===== src/rtl/dct_block_scheduler.sv =====
// Walks a frame of DCT blocks in raster order: starts the engine per block,
// waits for completion with a timeout, then hands coordinates to the quantizer.
module dct_block_scheduler #(
  parameter int BLOCK_SIZE = 8,
  parameter int COORD_W    = 8,
  parameter int TIMEOUT    = 256
) (
  input  logic                                   clk,
  input  logic                                   rst,
  input  logic                                   frame_start,
  input  logic                                   abort,
  input  logic [COORD_W-1:0]                     cfg_blocks_x,
  input  logic [COORD_W-1:0]                     cfg_blocks_y,
  output logic                                   dct_start,
  input  logic                                   dct_done,
  output logic [COORD_W-1:0]                     blk_x,
  output logic [COORD_W-1:0]                     blk_y,
  output logic [COORD_W+$clog2(BLOCK_SIZE)-1:0]  pix_x,
  output logic [COORD_W+$clog2(BLOCK_SIZE)-1:0]  pix_y,
  output logic                                   out_valid,
  input  logic                                   out_ready,
  output logic                                   out_last,
  output logic                                   busy,
  output logic                                   frame_done,
  output logic                                   err
);

  localparam int SHIFT = $clog2(BLOCK_SIZE);
  localparam int PIX_W = COORD_W + SHIFT;
  localparam int CNT_W = $clog2(TIMEOUT + 1);

  typedef enum logic [2:0] {
    S_IDLE,
    S_ISSUE,
    S_WAIT,
    S_EMIT,
    S_ERROR
  } state_t;

  state_t             state_q;
  state_t             state_d;
  logic [COORD_W-1:0] cfg_x_q;
  logic [COORD_W-1:0] cfg_y_q;
  logic [CNT_W-1:0]   wait_cnt;
  logic               accept;
  logic               handshake;
  logic               row_end;
  logic               at_last;
  logic               timed_out;

  assign accept    = (state_q == S_IDLE) && frame_start &&
                     (cfg_blocks_x != '0) && (cfg_blocks_y != '0);
  assign handshake = (state_q == S_EMIT) && out_ready;
  assign row_end   = (blk_x == cfg_x_q - COORD_W'(1));
  assign at_last   = row_end && (blk_y == cfg_y_q - COORD_W'(1));
  assign timed_out = (wait_cnt == CNT_W'(TIMEOUT - 1));

  always_ff @(posedge clk) begin
    if (!rst) state_q <= S_IDLE;
    else      state_q <= state_d;
  end

  // abort outranks every other input; dct_done wins over a coincident timeout
  always_comb begin
    state_d = state_q;
    unique case (state_q)
      S_IDLE:  if (accept) state_d = S_ISSUE;
      S_ISSUE: state_d = S_WAIT;
      S_WAIT: begin
        if (dct_done)       state_d = S_EMIT;
        else if (timed_out) state_d = S_ERROR;
      end
      S_EMIT:  if (handshake) state_d = at_last ? S_IDLE : S_ISSUE;
      S_ERROR: state_d = S_ERROR;
      default: state_d = S_IDLE;
    endcase
    if (abort) state_d = S_IDLE;
  end

  always_comb begin
    dct_start = (state_q == S_ISSUE);
    out_valid = (state_q == S_EMIT);
    out_last  = (state_q == S_EMIT) && at_last;
    err       = (state_q == S_ERROR);
    busy      = (state_q != S_IDLE);
  end

  assign pix_x = PIX_W'(blk_x) << SHIFT;
  assign pix_y = PIX_W'(blk_y) << SHIFT;

  always_ff @(posedge clk) begin
    if (!rst) begin
      cfg_x_q    <= '0;
      cfg_y_q    <= '0;
      blk_x      <= '0;
      blk_y      <= '0;
      wait_cnt   <= '0;
      frame_done <= 1'b0;
    end else begin
      frame_done <= handshake && at_last && !abort;
      if (accept && !abort) begin
        cfg_x_q <= cfg_blocks_x;
        cfg_y_q <= cfg_blocks_y;
        blk_x   <= '0;
        blk_y   <= '0;
      end else if (handshake && !at_last && !abort) begin
        if (row_end) begin
          blk_x <= '0;
          blk_y <= blk_y + COORD_W'(1);
        end else begin
          blk_x <= blk_x + COORD_W'(1);
        end
      end
      if (state_q == S_WAIT) wait_cnt <= wait_cnt + CNT_W'(1);
      else                   wait_cnt <= '0;
    end
  end

endmodule

===== config.mk =====
export PLATFORM = sky130hd
export DESIGN_NAME = dct_block_scheduler
export DESIGN_NICKNAME = d
export VERILOG_FILES = /design/src/rtl/dct_block_scheduler.sv
export SDC_FILE = /design/constraint.sdc
export NUM_CORES = 1
export LEC_CHECK = 0
export BUFFER_PORTS_ARGS = -buffer_cell sky130_fd_sc_hd__buf_2
export CAP_MARGIN = 30
export CORE_UTILIZATION = 25
export CTS_CLUSTER_SIZE = 40
export DETAILED_ROUTE_END_ITERATION = 6
export HOLD_SLACK_MARGIN = 0.03
export PLACE_DENSITY = 0.45
export SYNTH_ARGS = -nofsm -noshare
export SYNTH_HDL_FRONTEND = slang
export SYNTH_SLANG_ARGS = --single-unit

===== constraint.sdc =====
create_clock -name clk -period 8.1 [get_ports clk]
set_input_delay 1.62 -clock clk [delete_from_list [all_inputs] [get_ports clk]]
set_output_delay 1.62 -clock clk [all_outputs]
set_load 0.01 [all_outputs]

# Word level (Yosys, flattened, before mapping)
# Cells that the tools add are included.
dict set report word_totals {
  register_bits 45
  inputBits 22
  output_inout_bits 44
  wordCells 52
}
dict set report op_classes {
  n_addsub 5
  eq_ne 10
  n_mux 7
  bitwise_logic 1
  reduce_logical 22
}
# operator count
set ops {}
lappend ops {{adder 8 x 1 -> 8 bit (second input constant)} 2}
lappend ops {{equality test 8 bit} 2}
lappend ops {{nonzero test 8 bit} 2}
lappend ops {{subtractor 8 x 1 -> 8 bit (second input constant)} 2}
lappend ops {{one-hot mux 3 bit (5 select lines)} 1}
lappend ops {{2-to-1 mux 3 bit} 4}
lappend ops {{logical AND 1 bit} 11}
lappend ops {{adder 9 x 1 -> 9 bit (second input constant)} 1}
lappend ops {{equality test 9 x 8 -> 1 bit (second input constant)} 1}
lappend ops {{2-to-1 mux 8 bit} 1}
lappend ops {{equality test 3 x 2 -> 1 bit (second input constant)} 2}
lappend ops {{AND reduction 2 bit} 2}
lappend ops {{OR reduction 2 bit} 2}
lappend ops {{equality test 3 x 1 -> 1 bit (second input constant)} 1}
lappend ops {{equality test 3 bit (second input constant)} 1}
lappend ops {{logical NOT 3 bit} 1}
lappend ops {{!= test 3 bit (second input constant)} 1}
lappend ops {{AND reduction 3 bit} 1}
lappend ops {{nonzero test 3 bit} 1}
lappend ops {{logical NOT 1 bit} 2}
lappend ops {{!= test 2 x 1 -> 1 bit (second input constant)} 1}
lappend ops {{!= test 2 bit (second input constant)} 1}
lappend ops {{2-to-1 mux 1 bit} 1}
lappend ops {{inverter 1 bit} 1}

# Longest topological paths before layout
dict set report logic_depth {
  ltp_word 7
  ltp_mapped 13
  mapped_depth_nobuf 9
}

# Worst setup path after synthesis
# OpenSTA, ideal clock, no wires.
dict set report synth_timing {
  path_type {register to output}
  from {register cfg_y_q[0]}
  to {output port out_last}
  t_arrival_ns 2.039
  t_required_ns 6.480
  path_slack_ns 4.441
  stages_incl_launch_ff 10
  n_path_buf 2
  cell_sequence {dfxtp_1 clkbuf_1 inv_1 ha_1 buf_1 o21ba_2 a221oi_1 a41oi_1 a211oi_2 and3_1}
}
dict set report synth_via {
  elab_chain_cells 4
}
# element line
set synth_lines {}
lappend synth_lines {{start: declaration} 43} ;# logic [COORD_W-1:0] cfg_y_q;
lappend synth_lines {{start signal: assignment} 103} ;# cfg_y_q <= cfg_blocks_y;
lappend synth_lines {{subtractor 8 x 1 -> 8 bit} 55} ;# assign at_last = row_end && (blk_y == cfg_y_q - COORD_W'(1));
lappend synth_lines {{equality test 8 bit} 55}
lappend synth_lines {{logical AND 1 bit} 55}
lappend synth_lines {{logical AND 1 bit} 83} ;# out_last = (state_q == S_EMIT) && at_last;
lappend synth_lines {{end: declaration} 22} ;# output logic out_last,
# Every way passes these cells.

# Worst setup path in the final report
dict set report layout_timing {
  from {register cfg_y_q[2]}
  to {output port out_last}
}
# Same word-level chain as after synthesis.

==> results by group <==
Power
  • Pleak: 1.28 nW
  • Clock share of power: 32.6%
  • Maximum VDD drop: 0.0000746 V
  • Flop pwr share: 54.4%
  • Power density over cell area: 141 nW/um^2
  • Switching Share: 26.7%
  • Pint: 0.000313 W
  • Logic pwr share: 13.0%
  • Psw: 0.000114 W

CTS
  • PostCTS Resize Cnt: 0
  • TritonCTS clock tree: yes
  • CTS root buf: clkbuf_8
  • Setup bufs post-CTS: 0
  • Clk slew on worst S/H paths: 0.09 ns
  • Cts bufs inserted: 5
  • Worst-case clock buffer depth: 2
  • Hold-fix buffers, CTS: 0
  • Clock Latency Late Sink: 0.29 ns
  • Clock sink total: 45
  • CTS H-Tree Depth: 2

STA
  • TNS Setup: 0 ns
  • Final worst path period share: 51.2%
  • Slew headroom: 56.1%
  • Actual slew at the worst max-slew pin: 0.653 ns
  • Minimum clock period: 4.15 ns
  • RSZ-0062 raised after global routing: false
  • Endpoints failing setup: 0
  • Final Max Tran Viols: 0
  • Hold slack: 0.479 ns
  • Worst Slack Setup Final: 3.95 ns
  • Max Freq: 241 MHz
  • Final Skew: 0.00535 ns
  • Hold Violations, Final: 0

Routing
  • DRT Wirelength: 6210 microns
  • Wire per inst: 12.7 microns
  • Via/cell ratio: 4.48
  • Post-route ant nets: 0
  • DRT iter0 DRCs: 77
  • TritonRoute pass-1 iters: 4
  • Drt drc: 0
  • Routed vias: 2,188

Global route
  • Largest net degree at the start of global routing: 21
  • Vias in the first global route: 2,026
  • First-pass GRT wire length: 10,100 microns
  • GR Overflow Total: 0
  • Antenna violations before repair: 0
  • Gr usage total: 11.5%

Synth
  • Post-synth ARST share: 0%
  • #FFs+latches synth: 45
  • Prevailing post-synth register cell: dfxtp_1
  • Post-synth EDFFs: 0
  • Post-synth top cells: 45 x dfxtp_1, 22 x buf_4, 22 x nor2_1, 22 x nor2b_1
  • Syn Std Cell Area: 2670 sq um
  • Syn Area/Cell: 8.52 sq um
  • Count leader, synth: dfxtp_1
  • Synth warn: 0
  • Yosys top cell area share: 33.7%
  • Synthesized instance count: 314
  • Netlist cell types: 48
  • Register area share after synthesis: 33.7%
  • Synth area leaders: dfxtp_1 34%, mux2i_1 6.7%, buf_4 6.2%
  • Yosys top cell by area: dfxtp_1

Placed design
  • Setup WS pre-CTS: 4.26 ns
  • GP Congestion: 0.784
  • DPL Wire Length: 4770 microns
  • Count of input and output buffers: 59

Min path
  • Hold Path Class: register to register

Floorplanning
  • Initial Utilization: 25.9%
  • Total die area: 11,100 sq um
  • Die height: 105 microns
  • Die width: 105 microns
  • Core Rows: 37
  • Core box area: 10,300 sq um
  • Ports: 66

Cells and area
  • Area grow syn2layout: 13.2%
  • Fillers: 1,123
  • Share of cells above drive strength 1: 20.7%
  • Nets: 379
  • Number of diodes: 0

Job
  • Max-cap violation count: 0

Run status
  • Outcome: finished, final reports clean

Setup path
  • CP startpoint kind: register
  • Critical Path Sink Type: output pin
  • Crit-path max FO: 7
  • CP required: 6.48 ns
  • CP arrival: 2.53 ns
  • Crit path kind: register to output pin
[area by class of cell]
type / count / area [sq um] / share of cell area (%)
Inverter: 13 / 48.8 / 1.61
Timing Repair Buffer: 60 / 303 / 10.0
Multi-Input combinational cell: 226 / 1520 / 50.1
Clock inverter: 2 / 15.0 / 0.496
Clock buffer: 6 / 72.6 / 2.40
Sequential cell: 45 / 901 / 29.8
Tap cell: 136 / 170 / 5.62
[logic make-up (layout without fill, tap and decap cells)]
logic type	count (synthesis)	after routing	synth area share, %
and+or+nand+nor	122	122	25.2
adders and majority gates	6	6	2.81
AOI/OAI and AO/OA	43	43	11.0
muxes	19	19	7.16
buffers and inverters	48	81	10.2
xor gates and xnor gates	30	30	9.83
DFF	45	45	33.7
other	1	6	0.140
[critical path, stage by stage, from the launching register on]
cell	delay [ns]
dfxtp_1	0.37
nor4_1	0.62
nand2_1	0.13
o31a_1	0.32
a211oi_2	0.42
and3_1	0.25
buf_2	0.14
[metrics by stage]
stage	area (sq um)	utilization (%)	std cells	total power, W
6_report	3030	29.3	488	0.000426
5_1_grt	3030	29.3	488	0.000451
4_1_cts	3030	29.3	488	0.000435
3_5_place_dp	2940	28.5	480	0.000293
3_3_place_gp	2940	28.5	480	0.000293
2_1_floorplan	2690	-	319	0.000280
[state kept, by name, summed over array words and instances, names as in the netlist]
signal and flops:
wait_cnt 9, blk_x 8, blk_y 8, cfg_x_q 8
cfg_y_q 8, state_q 3, frame_done 1
[layout by cell type, fill, tap and decap left out, types with 4 or more instances in the layout]
| master | instances |
|---|---|
| a211oi_1 | 4 |
| a21oi_1 | 13 |
| buf_2 | 59 |
| clkbuf_8 | 5 |
| conb_1 | 6 |
| dfxtp_1 | 45 |
| ha_1 | 6 |
| inv_1 | 13 |
| mux2i_1 | 18 |
| nand2_1 | 18 |
| nand3_1 | 11 |
| nand4_1 | 7 |
| nor2_1 | 22 |
| nor2b_1 | 22 |
| nor3_1 | 9 |
| nor4_1 | 6 |
| o21ai_0 | 5 |
| o31ai_1 | 4 |
| or3_1 | 5 |
| or4_1 | 4 |
| xnor2_1 | 17 |
| xor2_1 | 13 |
[power by group through the flow]
stage	Combinational (W)	Clock [W]	Sequential, W
4_1_cts	0.0000562	0.000147	0.000232
5_1_grt	0.0000617	0.000156	0.000233
3_3_place_gp	0.0000557	0	0.000237
6_report	0.0000556	0.000139	0.000232
3_5_place_dp	0.0000560	0	0.000237
2_1_floorplan	0.0000455	0	0.000234
[layer usage]
| layer | vias to the layer above | share of wire (%) | track usage [%] |
|---|---|---|---|
| met5 | - | 0 | 0 |
| met4 | 0 | 0.60 | 3.02 |
| met3 | 2 | 4.1 | 2.54 |
| met2 | 47 | 43 | 18.3 |
| met1 | 1002 | 52 | 15.6 |
| li1 | 1137 | - | - |
[worst paths after layout]
| check | depth (start not counted) | end | startpoint | slack (ns) |
|---|---|---|---|---|
| max | 6 | out_last | cfg_y_q[2] | 3.95 |
| min | 1 | wait_cnt[0] | wait_cnt[0] | 0.48 |
| max reg2reg | 9 | blk_y[5] | cfg_x_q[0] | 4.90 |
| min reg2reg | 1 | wait_cnt[0] | wait_cnt[0] | 0.48 |
Note: power is estimated with default switching activity, not from simulation.
